===== src/rtl/pio_loader.sv =====
// pio_loader: streams a PIO program followed by a configuration list into the
// pio block's load port (action/din/index/mindex). Both sources are
// synchronous memories with one-cycle read latency. Every word goes through a
// two-stage pipeline: the address is presented in cycle t, the read data is
// valid in t+1, and the registered load-port outputs appear in t+2.
// A broadcast config entry is replayed once per state machine. While it is
// replayed, the config address holds so the next entry follows directly.
module pio_loader #(
    parameter int PROG_DEPTH = 32,
    parameter int CONF_DEPTH = 32,
    parameter int NUM_SM     = 4,
    localparam int PW        = $clog2(PROG_DEPTH),
    localparam int CW        = $clog2(CONF_DEPTH),
    localparam int SW        = $clog2(NUM_SM),
    localparam int CONF_W    = 37 + SW
) (
    input  logic              clk,
    input  logic              n_reset,
    input  logic              start,
    input  logic              abort,
    input  logic [PW:0]       prog_len,
    input  logic [CW:0]       conf_len,
    output logic [PW-1:0]     prog_rd_addr,
    input  logic [15:0]       prog_rd_data,
    output logic [CW-1:0]     conf_rd_addr,
    input  logic [CONF_W-1:0] conf_rd_data,
    output logic [3:0]        action,
    output logic [31:0]       din,
    output logic [4:0]        index,
    output logic [SW-1:0]     mindex,
    output logic              busy,
    output logic              done
);

    typedef enum logic [2:0] {
        S_IDLE,
        S_PROG,
        S_CONF,
        S_DRAIN,
        S_FIN
    } state_t;

    localparam logic [PW:0]   PROG_MAX = (PW+1)'(PROG_DEPTH);
    localparam logic [CW:0]   CONF_MAX = (CW+1)'(CONF_DEPTH);
    localparam logic [SW-1:0] REP_LAST = SW'(NUM_SM - 1);

    state_t              state_q, state_d;
    logic [PW-1:0]       prog_cnt_q, prog_cnt_d;
    logic [CW-1:0]       conf_cnt_q, conf_cnt_d;
    logic [PW:0]         prog_len_q, prog_len_d;
    logic [CW:0]         conf_len_q, conf_len_d;
    // Read stage: a word is arriving from memory this cycle.
    logic                v1_q, v1_d;
    // The arriving word is a config entry; when clear it is a program word.
    logic                k1_q, k1_d;
    // Program index of the arriving word.
    logic [PW-1:0]       a1_q, a1_d;
    // Broadcast replica number and the captured broadcast entry.
    logic [SW-1:0]       rep_q, rep_d;
    logic [CONF_W-1:0]   hold_q, hold_d;
    logic [3:0]          action_q, action_d;
    logic [31:0]         din_q, din_d;
    logic [4:0]          index_q, index_d;
    logic [SW-1:0]       mindex_q, mindex_d;
    logic                busy_q, busy_d;
    logic                done_q, done_d;

    logic [PW:0]         prog_len_clamp;
    logic [CW:0]         conf_len_clamp;
    logic [CONF_W-1:0]   cur_entry;
    logic                cur_bcast;
    logic                last_rep;
    logic                stall;
    logic                prog_last;
    logic                conf_last;

    // Requested lengths limited to what the memories can hold.
    assign prog_len_clamp = (prog_len > PROG_MAX) ? PROG_MAX : prog_len;
    assign conf_len_clamp = (conf_len > CONF_MAX) ? CONF_MAX : conf_len;

    // The first replica uses the live read data; later replicas come from
    // hold_q, because the memory has already moved on to the next address.
    assign cur_entry = (rep_q != '0) ? hold_q : conf_rd_data;
    assign cur_bcast = cur_entry[CONF_W-1];
    assign last_rep  = (rep_q == REP_LAST);
    assign stall     = v1_q && k1_q && cur_bcast && !last_rep;

    assign prog_last = (({1'b0, prog_cnt_q} + (PW+1)'(1)) == prog_len_q);
    assign conf_last = (({1'b0, conf_cnt_q} + (CW+1)'(1)) == conf_len_q);

    // Next-state, address issue, broadcast replay and output-stage logic.
    always_comb begin
        state_d    = state_q;
        prog_cnt_d = prog_cnt_q;
        conf_cnt_d = conf_cnt_q;
        prog_len_d = prog_len_q;
        conf_len_d = conf_len_q;
        v1_d       = stall;
        k1_d       = k1_q;
        a1_d       = a1_q;
        rep_d      = rep_q;
        hold_d     = hold_q;
        action_d   = 4'd0;
        din_d      = 32'd0;
        index_d    = 5'd0;
        mindex_d   = '0;

        // Output stage: turn the word arriving this cycle into a load command.
        if (v1_q) begin
            if (!k1_q) begin
                action_d = 4'd1;
                din_d    = {16'b0, prog_rd_data};
                index_d  = 5'(a1_q);
            end else begin
                action_d = cur_entry[35:32];
                din_d    = cur_entry[31:0];
                mindex_d = cur_bcast ? rep_q : cur_entry[35+SW:36];
                if (cur_bcast) begin
                    if (rep_q == '0) begin
                        hold_d = conf_rd_data;
                    end
                    rep_d = last_rep ? '0 : rep_q + SW'(1);
                end
            end
        end

        case (state_q)
            S_IDLE: begin
                if (start) begin
                    prog_len_d = prog_len_clamp;
                    conf_len_d = conf_len_clamp;
                    prog_cnt_d = '0;
                    conf_cnt_d = '0;
                    if (prog_len_clamp != '0) begin
                        state_d = S_PROG;
                    end else if (conf_len_clamp != '0) begin
                        state_d = S_CONF;
                    end else begin
                        state_d = S_FIN;
                    end
                end
            end
            S_PROG: begin
                v1_d = 1'b1;
                k1_d = 1'b0;
                a1_d = prog_cnt_q;
                if (prog_last) begin
                    state_d = (conf_len_q != '0) ? S_CONF : S_DRAIN;
                end else begin
                    prog_cnt_d = prog_cnt_q + PW'(1);
                end
            end
            S_CONF: begin
                // While a broadcast is replayed the address stays put and
                // is reissued once the final replica goes out.
                if (!stall) begin
                    v1_d = 1'b1;
                    k1_d = 1'b1;
                    if (conf_last) begin
                        state_d = S_DRAIN;
                    end else begin
                        conf_cnt_d = conf_cnt_q + CW'(1);
                    end
                end
            end
            S_DRAIN: begin
                // The last word reaches the outputs in the cycle the read
                // stage empties, so completion follows immediately after.
                if (!v1_q) begin
                    state_d = S_FIN;
                end
            end
            S_FIN: begin
                state_d = S_IDLE;
            end
            default: begin
                state_d = S_IDLE;
            end
        endcase

        // Abort drops everything in flight and reports no completion.
        if (abort && (state_q != S_IDLE)) begin
            state_d  = S_IDLE;
            v1_d     = 1'b0;
            rep_d    = '0;
            action_d = 4'd0;
            din_d    = 32'd0;
            index_d  = 5'd0;
            mindex_d = '0;
        end

        busy_d = (state_d == S_PROG) || (state_d == S_CONF) || (state_d == S_DRAIN);
        done_d = (state_d == S_FIN);
    end

    // State and registered outputs, cleared by synchronous reset.
    always_ff @(posedge clk) begin
        if (!n_reset) begin
            state_q    <= S_IDLE;
            prog_cnt_q <= '0;
            conf_cnt_q <= '0;
            prog_len_q <= '0;
            conf_len_q <= '0;
            v1_q       <= 1'b0;
            k1_q       <= 1'b0;
            a1_q       <= '0;
            rep_q      <= '0;
            hold_q     <= '0;
            action_q   <= 4'd0;
            din_q      <= 32'd0;
            index_q    <= 5'd0;
            mindex_q   <= '0;
            busy_q     <= 1'b0;
            done_q     <= 1'b0;
        end else begin
            state_q    <= state_d;
            prog_cnt_q <= prog_cnt_d;
            conf_cnt_q <= conf_cnt_d;
            prog_len_q <= prog_len_d;
            conf_len_q <= conf_len_d;
            v1_q       <= v1_d;
            k1_q       <= k1_d;
            a1_q       <= a1_d;
            rep_q      <= rep_d;
            hold_q     <= hold_d;
            action_q   <= action_d;
            din_q      <= din_d;
            index_q    <= index_d;
            mindex_q   <= mindex_d;
            busy_q     <= busy_d;
            done_q     <= done_d;
        end
    end

    assign prog_rd_addr = prog_cnt_q;
    assign conf_rd_addr = conf_cnt_q;
    assign action       = action_q;
    assign din          = din_q;
    assign index        = index_q;
    assign mindex       = mindex_q;
    assign busy         = busy_q;
    assign done         = done_q;

endmodule


===== config.mk =====
export PLATFORM = sky130hd
export DESIGN_NAME = pio_loader
export DESIGN_NICKNAME = d
export VERILOG_FILES = /design/src/rtl/pio_loader.sv
export SDC_FILE = /design/constraint.sdc
export NUM_CORES = 1
export LEC_CHECK = 0
export CORE_ASPECT_RATIO = 0.5
export CORE_MARGIN = 3
export CORE_UTILIZATION = 50
export DETAILED_ROUTE_END_ITERATION = 7
export PLACE_DENSITY = 0.85
export SYNTH_ARGS = -nofsm -noshare
export SYNTH_HDL_FRONTEND = slang
export SYNTH_SLANG_ARGS = --single-unit

===== constraint.sdc =====
create_clock -name clk -period 4.5 [get_ports clk]
set_clock_uncertainty 0.2 [all_clocks]
set_input_delay 0.675 -clock clk [delete_from_list [all_inputs] [get_ports clk]]
set_output_delay 0.675 -clock clk [all_outputs]
set_load 0.01 [all_outputs]

After elaboration in Yosys (flattened, before gate mapping)

Cells that the tools add are included.

Add/sub/neg operators: 5
Magnitude comparators: 2
Eq/ne operators: 14
Multiplexer cells: 26
Bitwise logic cells: 3
Reductions and logical operators: 28

Operator list:

| cell                                                                  | number |
|---|---|
| 39-bit 2-to-1 mux                                                     | 1 |
| 3-bit 2-to-1 mux                                                      | 8 |
| 5-bit 2-to-1 mux                                                      | 4 |
| 5-bit one-hot mux with 2 select lines                                 | 2 |
| 6-bit nonzero test                                                    | 3 |
| 16-bit 2-to-1 mux                                                     | 1 |
| 5-bit by 1-bit adder with 6-bit output, second input constant         | 2 |
| 3-bit by 2-bit equality test with 1-bit output, second input constant | 4 |
| 6-bit equality test                                                   | 2 |
| 6-bit > comparator, second input constant                             | 2 |
| 6-bit 2-to-1 mux                                                      | 2 |
| 3-bit one-hot mux with 4 select lines                                 | 1 |
| 5-bit by 1-bit adder with 5-bit output, second input constant         | 2 |
| 2-bit inequality test, second input constant                          | 4 |
| 4-bit AND reduction                                                   | 2 |
| 2-bit nonzero test                                                    | 4 |
| 4-bit OR reduction                                                    | 2 |
| 3-bit by 1-bit equality test with 1-bit output, second input constant | 2 |
| 3-bit AND reduction                                                   | 2 |
| 1-bit logical AND                                                     | 4 |
| 1-bit 2-to-1 mux                                                      | 4 |
| 2-bit 2-to-1 mux                                                      | 2 |
| 2-bit AND reduction                                                   | 2 |
| 2-bit OR reduction                                                    | 2 |
| 11 further kinds                                                      | 14 |

Register bits after elaboration: 118
Input bits: 71
Logic and storage cells: 96

Logic depth before layout (Yosys ltp)

Word-level depth: 11
Depth in mapped cells: 9

Least setup slack after synthesis

No wires, ideal clock.

Path kind: flip-flop to flip-flop
Start: register prog_cnt_q[0], in the netlist prog_rd_addr[0]
End: register prog_cnt_q[4], in the netlist prog_rd_addr[4]
Arrival: 1863 ps
Required time: 4217 ps
Setup slack: 2354 ps
Cell stages (with the launch flop): 8
Path buffers: 0
Clock period less this slack: 2146 ps
Path through: dfxtp_1 -> ha_1 -> nor3b_1 -> o21a_1 -> o31ai_1 -> a21oi_2 -> or4_1 -> o221ai_1

Cells in the longest elaborated chain, start to end: 4
Elaborated cells on any way between the ends: 7
Those cells by class: add/sub (2); eq/ne (2); mux (2); reduce/logical (1)

Ends and longest elaborated chain:

| item                                   | RTL line | RTL |
|---|---|---|
| from (decl)                            | 48       | `logic [PW-1:0] prog_cnt_q, prog_cnt_d;` |
| from (signal assigned)                 | 217      | `prog_cnt_q <= prog_cnt_d;` |
| 5-bit by 1-bit adder with 6-bit output | 88       | `assign prog_last = (({1'b0, prog_cnt_q} + (PW+1)'(1)) == prog_len_q);` |
| 6-bit equality test                    | 88       |  |
| 2-bit inequality test (no line)        | -        |  |
| 3-bit AND reduction (no line)          | -        |  |

Parallel ways exist; a longest one is shown, timed or not. The select of a mux whose other input is x is not followed.
A chain may end at the register's enable or synchronous reset.

Final worst setup path

Start: register state_q[1]
End: register busy_q, in the netlist busy

Cells in the longest elaborated chain, start to end: 7
Elaborated cells on any way between the ends: 18
Those cells by class: eq/ne (6); mux (7); reduce/logical (5)

Ends and longest elaborated chain:

| item                                                                                                                    | RTL line | RTL |
|---|---|---|
| from (decl)                                                                                                             | 47       | `state_t state_q, state_d;` |
| from (signal assigned)                                                                                                  | 216      | `state_q <= state_d;` |
| 3-bit 2-to-1 mux                                                                                                        | 159      | `if (conf_last) begin` |
| 3-bit 2-to-1 mux                                                                                                        | 156      | `if (!stall) begin` |
| 3-bit one-hot mux with 4 select lines                                                                                   | 127      | `case (state_q)` |
| 3-bit 2-to-1 mux (*)                                                                                                    | 182      | `if (abort && (state_q != S_IDLE)) begin` |
| 3-bit by 1-bit equality test with 1-bit output / 3-bit by 2-bit equality test with 1-bit output (equally long branches) | 192      | `busy_d = (state_d == S_PROG) \|\| (state_d == S_CONF) \|\| (state_d == S_DRAIN);` |
| 1-bit logical OR                                                                                                        | 192      |  |
| 1-bit logical OR (*)                                                                                                    | 192      |  |
| to (signal assigned)                                                                                                    | 230      | `busy_q <= busy_d;` |
| to (decl)                                                                                                               | 65       | `logic busy_q, busy_d;` |

Mark *: on every way between the ends. The rest lies on a longest branch, timed or not.

==> results.yml <==
final_layout:
  num_antenna_cells: 0
  n_fill_cell: 679
  nets: 746
  layout-drive-gt1-share: 0.0658
  fin_cells: 814
  layout_commonest_cell: "clkdlybuf4s50_1"
  final_cell_mix: "125 x clkdlybuf4s50_1, 118 x dfxtp_1, 106 x nand2_1"
  area_delta_synth_final_pct: 38.8
route:
  drtIter0Drc: 193
  drc_errors: 0
  drt-met1-wl_um: 5510
  drt_pre_antenna_iters: 4
  vias: 4337
  postRouteAntennaNets: 0
  route.met3.wl_um: 552
  highest_layer: "met4"
  viasPerCell: 5.33
  wl_um: 12600
  wl_met2_um: 6310
  wl_per_cell_um: 15.5
clock_tree:
  cts_max_level: 4
  cts_sinks: 118
  clock_latency_ps: 410
  cts_tree: "built"
  path_clk_slew_ps: 50
  ctsLongestPathBuffers: 2
  cts_hold_repair.buffers: 0
  cts-root-buf: "clkbuf_16"
  cts_buffers: 17
  post-cts-setup-buffer-count: 0
  cts_resized: 0
status:
  status: "complete, no violations"
worst_setup_path:
  crit_path_end_kind: "register"
  crit_cells: 6
  critical_path.top_delay_family: "simple AND/OR/NAND/NOR gates"
  crit_slowest_cell: "nand2_1"
  startpoint_type: "register"
  worstReg2RegEnd: "busy"
  r2r_start: "state_q[1]"
  arrival_ps: 2840
  endpoint: "busy"
  critPathMaxFanout: 33
  cp.required_ps: 4570
  crit_chain: "nor3_1, nand2_1, nor2_1, nand4_1, a21oi_1, a311oi_1"
  startpoint: "state_q[1]"
  crit_buf_inv: 0
  critPathMaxStageDelay_ps: 750
  reg2reg_depth: 6
  ff2ff_setup_slack_ps: 1730
  crit_type: "reg -> reg"
floorplanning:
  die_area_um2: 11100
  core-area_um2: 9100
  ios: 126
  start_util: 0.539
  die_y_um: 76.0
  die-width_um: 146
  rows: 24
logic_synthesis:
  ys_ff_latch: 118
  yosysWarningCount: 0
  synthDistinctLibCells: 51
  synth_fa_ha_area_frac: 0.0102
  avgSynthCellArea_um2: 8.80
  synth_async_sr_flop_share: 0
  synth_top_family_by_area: "simple AND/OR/NAND/NOR gates"
  synth-simple-area-share: 0.212
  synth_compound_area_frac: 0.152
  syn_inst: 557
  synthMuxAreaShare: 0.0894
  synth_area_um2: 4900
  ys.flop_type: "dfxtp_1"
  ys_seq_area_frac: 0.482
  synth_xor_xnor_area_share: 0.0197
  synth_edf_count: 0
  syn_nets: 632
timing:
  slew_headroom: 0.309
  fmax_ghz: 0.361
  rsz0062_at_grt: "false"
  finalCritPeriodShare: 0.615
  slew_viol_final: 0
  post-route-min-period_ps: 2770
  setup_violations: 0
  finalHoldViolations: 0
  tightestPinTransition_ps: 1030
  setup_tns_ps: 0
global_route:
  grt_max_degree: 40
  antenna_found_initial: 0
  grt_pass1_vias: 4216
  gr-total-overflow: 0
  globalRouteTotalUtil: 0.229
  grt_pass1_wl_um: 20700
place:
  io_buffers: 125
  dp.cells: 782
  dp_hpwl_um: 8100
  gp_congestion: 0.837
power:
  ir_worst_vdd_v: 0.000286
  cellPowerDensity_nw_per_um2: 397
  leakage_nw: 2.69
job:
  drv_cap: 0
worst_hold_path:
  worstHoldPathType: "reg -> reg"
## worst reg2reg max path: cells and delay by family (launching register included)
kind | cells | cell delay [ps]
and+or+nand+nor | 4 | 1770
AOI/OAI and AO/OA | 2 | 300
DFF | 1 | 360
## cells by family after synthesis
kind of cell	Yosys count
DFF	118
adders and majority gates	4
AOI/OAI and AO/OA	110
buffers and inverters	41
muxes	42
xor gates and xnor gates	11
and+or+nand+nor	231
## sequential cells by signal (all words and copies together), names as in the netlist, 5 cells and up
| signal | cells |
|---|---|
| hold_q | 39 |
| prog_rd_addr | 5 |
| a1_q | 5 |
| conf_len_q | 6 |
| prog_len_q | 6 |
| index | 5 |
| conf_rd_addr | 5 |
| din | 32 |
## stage by stage
stage / power, mW / area [µm²] / util / setup WS, ps / hold WS, ps
after floorplan: 1.25 / 4900 / - / 2350 / 230
after global placement: 1.37 / 6210 / 0.683 / 1590 / 240
after detailed placement: 1.38 / 6210 / 0.683 / 1470 / 244
after CTS: 2.71 / 6800 / 0.748 / 1850 / 251
after global routing: 2.79 / 6800 / 0.748 / 1570 / 271
final: 2.70 / 6800 / 0.748 / 1730 / 251
## cell type report
type | count | area [µm²] | share of cell area
Tap cell | 130 | 163 | 0.0239
Inverter | 5 | 18.8 | 0.00276
Clock inverter | 8 | 96.3 | 0.0142
Sequential cell | 118 | 2360 | 0.347
Clock buffer | 24 | 492 | 0.0723
Timing Repair Buffer | 131 | 1300 | 0.191
Multi-Input combinational cell | 398 | 2370 | 0.349
## worst min path at each step
stage	start	end	slack, ps	cells after the start
3_5_place_dp	a1_q[2]	a1_q[2]	240	2
4_1_cts	a1_q[2]	a1_q[2]	250	2
5_1_grt	hold_q[5]	hold_q[5]	270	2
6_report	a1_q[2]	a1_q[2]	250	2
2_1_floorplan	a1_q[0]	index[0]	230	1
3_3_place_gp	a1_q[4]	a1_q[4]	240	2
## power by group
group | internal (mW) | total [mW] | switching, mW | leakage (nW)
Combinational | 0.130 | 0.268 | 0.138 | 1.45
Clock | 0.870 | 1.34 | 0.466 | 0.290
Sequential | 1.07 | 1.10 | 0.0257 | 0.953
Total | 2.07 | 2.70 | 0.629 | 2.69
## per-layer routing
| layer | vias to the layer above | track usage |
|---|---|---|
| met4 | 0 | 0.0910 |
| li1 | 2149 | - |
| met2 | 127 | 0.406 |
| met5 | - | 0 |
| met3 | 21 | 0.0576 |
| met1 | 2040 | 0.267 |
## cell usage after synthesis (2+ instances only)
master,instances,area [µm²]
a211o_1,2,17.5
a211oi_1,19,143
a21boi_0,20,150
a21oi_1,42,210
and2_1,9,56.3
buf_1,4,15.0
buf_2,4,20.0
buf_4,3,22.5
clkbuf_1,25,93.8
dfxtp_1,118,2360
ha_1,4,50.1
inv_1,5,18.8
mux2i_1,40,400
nand2_1,106,398
nand2b_1,3,18.8
nand3_1,10,50.1
nand3b_1,2,15.0
nand4_1,4,25.0
nand4b_1,2,17.5
nor2_1,65,244
nor2b_1,3,18.8
nor3_1,5,25.0
nor3b_1,11,82.6
nor4_1,3,18.8
o2111ai_1,3,26.3
o21a_1,2,15.0
o21ai_0,4,20.0
o21ai_1,2,10.0
o221ai_1,2,17.5
o31ai_1,2,15.0
o41ai_1,3,26.3
or4_1,2,15.0
xnor2_1,7,61.3
xor2_1,4,35.0
No activity file was read; power rests on OpenSTA's default activity.
